$ cat src/rtl/sm_motion_ctrl.sv
// Motion controller feeding the stepper pulse stage: period word, load strobe, run enable.
// Latency: fixed period at go+1 with enable at go+2; ADC period at d_v+2 with enable one cycle after the first load.
// No backpressure: strobes are one cycle wide, and AUTO samples outside AUTO or during a stop are dropped.
module sm_motion_ctrl #(
  parameter int SIZE      = 16,
  parameter int ADC_W     = 12,
  parameter int ADC_SHIFT = 0,
  parameter int P_MIN     = 16,
  parameter int P_MAX     = 4000,
  parameter int P_FIX     = 400
) (
  input  logic             clk,
  input  logic             rst,
  input  logic             d_v,
  input  logic [ADC_W-1:0] adc_data,
  input  logic [1:0]       mode,
  input  logic             cmd_go,
  input  logic             cmd_stop,
  input  logic [SIZE-1:0]  n_steps,
  input  logic             drv_step,
  output logic [SIZE-1:0]  n,
  output logic             n_v,
  output logic             drv_en_SM,
  output logic             busy,
  output logic             done,
  output logic [SIZE-1:0]  step_cnt
);

  localparam logic [SIZE-1:0] PMIN_W = SIZE'(P_MIN);
  localparam logic [SIZE-1:0] PMAX_W = SIZE'(P_MAX);
  localparam logic [SIZE-1:0] PFIX_W = SIZE'(P_FIX);

  typedef enum logic [1:0] {
    ST_STOP  = 2'd0,
    ST_AUTO  = 2'd1,
    ST_MOVE  = 2'd2,
    ST_MOVEN = 2'd3
  } state_t;

  state_t          state_q;
  logic [SIZE-1:0] n_q;
  logic            n_v_q;
  logic            drv_en_q;
  logic            busy_q;
  logic            done_q;
  logic [SIZE-1:0] step_cnt_q;
  logic [SIZE-1:0] target_q;
  logic            step_prev_q;
  logic [SIZE-1:0] s_q;
  logic            s_vld_q;

  logic [ADC_W-1:0] adc_sh;
  logic [SIZE:0]    p_raw;
  logic [SIZE-1:0]  p_clamp;
  logic             go_ok;
  logic             step_edge;
  logic [SIZE-1:0]  cnt_inc;
  logic             last_step;

  // Period map, step-edge detection and go qualification
  always_comb begin
    adc_sh    = adc_data >> ADC_SHIFT;
    // One extra bit so an ADC value above P_MAX shows up as a negative period
    p_raw     = {1'b0, PMAX_W} - {1'b0, s_q};
    p_clamp   = (p_raw[SIZE] || (p_raw[SIZE-1:0] < PMIN_W)) ? PMIN_W : p_raw[SIZE-1:0];
    go_ok     = (state_q == ST_STOP) && cmd_go && !cmd_stop && (mode != 2'b11);
    step_edge = drv_step && !step_prev_q && drv_en_q;
    cnt_inc   = (&step_cnt_q) ? step_cnt_q : step_cnt_q + SIZE'(1);
    last_step = (state_q == ST_MOVEN) && step_edge && (cnt_inc == target_q);
  end

  // Step counter: rising edges of the returned step pulse while enabled, cleared on go
  always_ff @(posedge clk or posedge rst) begin
    if (rst) begin
      step_prev_q <= 1'b0;
      step_cnt_q  <= '0;
    end else begin
      step_prev_q <= drv_step;
      if (go_ok) begin
        step_cnt_q <= '0;
      end else if (step_edge) begin
        step_cnt_q <= cnt_inc;
      end
    end
  end

  // First AUTO stage: capture the shifted sample; a stop cycle kills it
  always_ff @(posedge clk or posedge rst) begin
    if (rst) begin
      s_q     <= '0;
      s_vld_q <= 1'b0;
    end else begin
      s_vld_q <= d_v && (state_q == ST_AUTO) && !cmd_stop;
      if (d_v) begin
        s_q <= SIZE'(adc_sh);
      end
    end
  end

  // Mode FSM with registered period, strobes, enable and status
  always_ff @(posedge clk or posedge rst) begin
    if (rst) begin
      state_q  <= ST_STOP;
      n_q      <= PMAX_W;
      n_v_q    <= 1'b0;
      drv_en_q <= 1'b0;
      busy_q   <= 1'b0;
      done_q   <= 1'b0;
      target_q <= '0;
    end else begin
      n_v_q  <= 1'b0;
      done_q <= 1'b0;
      case (state_q)
        ST_STOP: begin
          drv_en_q <= 1'b0;
          if (go_ok) begin
            target_q <= n_steps;
            case (mode)
              2'b00: begin
                state_q <= ST_AUTO;
                busy_q  <= 1'b1;
              end
              2'b01: begin
                state_q <= ST_MOVE;
                busy_q  <= 1'b1;
                n_q     <= PFIX_W;
                n_v_q   <= 1'b1;
              end
              default: begin
                // A zero target completes immediately without ever running
                if (n_steps == '0) begin
                  done_q <= 1'b1;
                end else begin
                  state_q <= ST_MOVEN;
                  busy_q  <= 1'b1;
                  n_q     <= PFIX_W;
                  n_v_q   <= 1'b1;
                end
              end
            endcase
          end
        end
        ST_AUTO: begin
          if (cmd_stop) begin
            state_q  <= ST_STOP;
            busy_q   <= 1'b0;
            drv_en_q <= 1'b0;
          end else begin
            if (s_vld_q) begin
              n_q   <= p_clamp;
              n_v_q <= 1'b1;
            end
            // Enable only after a fresh period has been loaded
            if (n_v_q) begin
              drv_en_q <= 1'b1;
            end
          end
        end
        ST_MOVE: begin
          if (cmd_stop) begin
            state_q  <= ST_STOP;
            busy_q   <= 1'b0;
            drv_en_q <= 1'b0;
          end else if (n_v_q) begin
            drv_en_q <= 1'b1;
          end
        end
        default: begin
          // The final step takes priority over a coincident stop so done still fires
          if (last_step) begin
            state_q  <= ST_STOP;
            busy_q   <= 1'b0;
            drv_en_q <= 1'b0;
            done_q   <= 1'b1;
          end else if (cmd_stop) begin
            state_q  <= ST_STOP;
            busy_q   <= 1'b0;
            drv_en_q <= 1'b0;
          end else if (n_v_q) begin
            drv_en_q <= 1'b1;
          end
        end
      endcase
    end
  end

  assign n         = n_q;
  assign n_v       = n_v_q;
  assign drv_en_SM = drv_en_q;
  assign busy      = busy_q;
  assign done      = done_q;
  assign step_cnt  = step_cnt_q;

endmodule

$ cat config.mk
export PLATFORM = sky130hd
export DESIGN_NAME = sm_motion_ctrl
export DESIGN_NICKNAME = d
export VERILOG_FILES = /design/src/rtl/sm_motion_ctrl.sv
export SDC_FILE = /design/constraint.sdc
export NUM_CORES = 1
export LEC_CHECK = 0
export ABC_AREA = 1
export CORE_MARGIN = 10
export CORE_UTILIZATION = 52
export CTS_CLUSTER_SIZE = 10
export DETAILED_ROUTE_END_ITERATION = 8
export PLACE_DENSITY = 0.81
export SLEW_MARGIN = 30
export SYNTH_ARGS = -nofsm -noshare
export SYNTH_HDL_FRONTEND = slang
export SYNTH_SLANG_ARGS = --single-unit
export TNS_END_PERCENT = 20
$ cat constraint.sdc
create_clock -name clk -period 3.5 [get_ports clk]
set_input_delay 0.7 -clock clk [delete_from_list [all_inputs] [get_ports clk]]
set_output_delay 0.7 -clock clk [all_outputs]
set_load 0.02 [all_outputs]
==> flow_summary_export.csv <==
group,metric,value,unit
status,status,"completed",
placed_design,dp_hpwl,8410,um
critical_path,cp.required,3.74,ns
timing,layout_min_cycle_time,2.48,ns
critical_path,crit_slowest_cell,"dfrtp_1",
critical_path,critical_path_class,"reg2reg",
grt,grt_pass1_wl,17900,um
drt,vias,3797,
timing,drv_slew,0,
synth,netlist_area,3930,um^2
timing,slew_headroom,58.4,%
timing,whs,0.478,ns
timing,tns,0,ns
drt,drt_iter0_drc,236,
drt,avgRoutedWirePerCell,14.8,um
grt,grt-ovfl-total,0,
critical_path,critPathMaxStageDelay,0.47,ns
clocking,ctsHtreeMaxLevel,3,
pwr,leakagePower,0.00237,uW
timing,fmax,402,MHz
clocking,clkSinkCount,65,
pwr,p_per_area,633,nW/um^2
drt,totalWireLength,10700,um
synth,syn_inst,541,
critical_path,cp_common_cell,"nand2_1",
grt,antenna_found_initial,0,
layout,final_common_cell,"nand2_1",
layout,fill_cells,614,
timing,finalCritPeriodShare,71.0,%
layout,design_area,4940,um^2
pwr,switchingPower,1310,uW
floorplanning,die_area,11400,um^2
worst_hold_path,hp-class,"reg2reg",
clocking,cts_setup_buffers,0,
layout,antenna_cells,0,
timing,setup_viol,0,
grt,grt_start_max_net_pins,32,
critical_path,arrival,2.73,ns
floorplanning,die_h,107,um
drt,viasPerCell,5.27,
layout,fin_nets,658,
pwr,p_sw_share,41.9,%
synth,synth_edf_count,0,
pwr,comb_power_share,42.4,%
clocking,numCtsBuffers,9,
synth,synth-xor-area-share,4.20,%
placed_design,postPlaceCellArea,4750,um^2
synth,synth.avg_cell_area,7.27,um^2
synth,synthArstFlopShare,100,%
drt,drt_pass1_iterations,5,
critical_path,crit_chain,"ha_1, inv_1, nor2_4, nand2_4, nor2_8, inv_4, nand2_1, inv_1, nand2_1, nand2_1, nor2_1, nand3_1, nor2_2, nand2_2, nand2_1, a21oi_2",
floorplanning,io_pins,72,
floorplanning,core-area,7290,um^2
critical_path,start_kind,"register",
timing,skew,0.00677,ns
clocking,cts_tree,"built",
pwr,power.share.clock,20.5,%
timing,rsz0062_at_grt,"no",
clocking,cts-root-buf,"clkbuf_8",
timing,worstMarginPinSlew,0.621,ns
clocking,holdBufCountCts,0,
synth,synth_compound_area_share,8.94,%
synth,synthAdderAreaFrac,1.59,%
clocking,clk_latency,0.35,ns
clocking,clock_path_buffers,2,
pwr,intPower,1820,uW
synth,synth-seq-cells,65,
layout,syn_to_final_growth,25.6,%
synth,yosys_warnings,0,
grt,first_global_vias,3892,
run,maxCapViolCount,0,
critical_path,endpoint_kind,"register",
synth,yosys.area_share.simple,34.9,%
floorplanning,rows,31,
synth,syn-num-nets,582,
synth,muxShareOfSynthArea,0,%
pwr,power_frac_seq,37.1,%
timing,final-hold-violation-count,0,
synth,synth_top_family_by_area,"simple AND/OR/NAND/NOR gates",
floorplanning,start_util,53.9,%
synth,yosysUniqueCellTypes,39,
floorplanning,die_width,107,um
clocking,cts_resized,0,
synth,synth-main-ff-cell,"dfrtp_1",
placed_design,finalWeightedCongestion,0.899,
placed_design,portBuffers,71,
layout,final_cell_mix,"156 x nand2_1, 71 x clkdlybuf4s50_1, 70 x inv_1",
drt,drtAntennaViolNets,0,
drt,drc,0,
grt,grt_util_all_layers,19.1,%
critical_path,cp_max_fo,13,
synth,ys_seq_area_share,41.5,%
clocking,clkTransAtPathRegs,0.08,ns
pwr,max-vdd-ir-drop,344,uV
layout,drive_gt1_share,9.65,%
[sequential cells by signal (all words and copies together) (netlist names)]
signal       count
busy             1
done             1
drv_en_SM        1
n               13
n_v              1
s_q             12
s_vld_q          1
state_q          2
step_cnt        16
step_prev_q      1
target_q        16
[stage by stage]
stage	instances	utilization [%]	power, uW	setup slack [ns]
after global routing	721	67.8	3350	0.822
after detailed placement	705	65.1	2470	0.759
final	721	67.8	3130	1.02
after floorplan	541	-	2020	1.18
after CTS	721	67.8	3130	1.00
after global placement	705	65.1	2430	0.856
[worst paths after layout]
| path | startpoint | endpoint | slack [ns] | cells past startpoint |
|---|---|---|---|---|
| max | step_cnt[0] | state_q[1] | 1.02 | 16 |
| min | n[10] | n[10] | 0.48 | 2 |
| max reg2reg | step_cnt[0] | state_q[1] | 1.02 | 16 |
| min reg2reg | n[10] | n[10] | 0.48 | 2 |
| max in group asynchronous | rst | n[8] | 2.14 | 3 |
| min in group asynchronous | rst | target_q[4] | 0.62 | 2 |
[worst max-delay path, delay by kind of cell, from the launching register on]
kind                       cells  cell delay (ns)
and+or+nand+nor               11             1.27
DFF                            1             0.47
adders and majority gates      1             0.32
buffers and inverters          3             0.26
AOI/OAI and AO/OA              1             0.05
[layer usage]
| layer | wire [um] | up-vias | track usage [%] |
|---|---|---|---|
| met5 | 0 | - | 0 |
| met4 | 273 | 0 | 9.09 |
| met3 | 683 | 23 | 4.07 |
| met2 | 5370 | 143 | 34.1 |
| met1 | 4360 | 1744 | 21.2 |
| li1 | - | 1887 | - |
[final cells by class]
type                    count  area, um^2  area share, %
repair buffers             76         748           15.1
inverters                  76         288           5.82
clock inverters             7        71.3           1.44
clock buffers               9         124           2.51
well taps                  99         124           2.51
flip-flops and latches     65        1630           33.1
multi-input cells         389        1950           39.5
[Yosys cell counts, types with 7 or more instances]
| library cell | count | share of area [%] |
|---|---|---|
| nand4_1 | 14 | 2.2 |
| clkbuf_1 | 7 | 0.67 |
| a21oi_1 | 8 | 1.0 |
| xor2_1 | 12 | 2.7 |
| nand2_1 | 156 | 15 |
| nor3_1 | 7 | 0.89 |
| nor2_1 | 43 | 4.1 |
| nand2_2 | 7 | 1.1 |
| dfrtp_1 | 59 | 38 |
| o22ai_1 | 7 | 1.1 |
| inv_1 | 71 | 6.8 |
| nand3_1 | 51 | 6.5 |
| o21ai_0 | 41 | 5.2 |
[power groups by stage]
stage,clock network [uW],logic (uW),registers [uW]
after floorplan,0,800,1220
after global placement,0,1270,1160
after detailed placement,0,1300,1170
after CTS,653,1320,1150
after global routing,672,1490,1190
final,641,1330,1160
[cells by family after synthesis]
| kind of cell | count (synthesis) |
|---|---|
| AOI/OAI and AO/OA | 64 |
| buffers and inverters | 87 |
| and+or+nand+nor | 302 |
| adders and majority gates | 5 |
| xor gates and xnor gates | 18 |
| DFF | 65 |
Power figures use the tool's default switching activity.
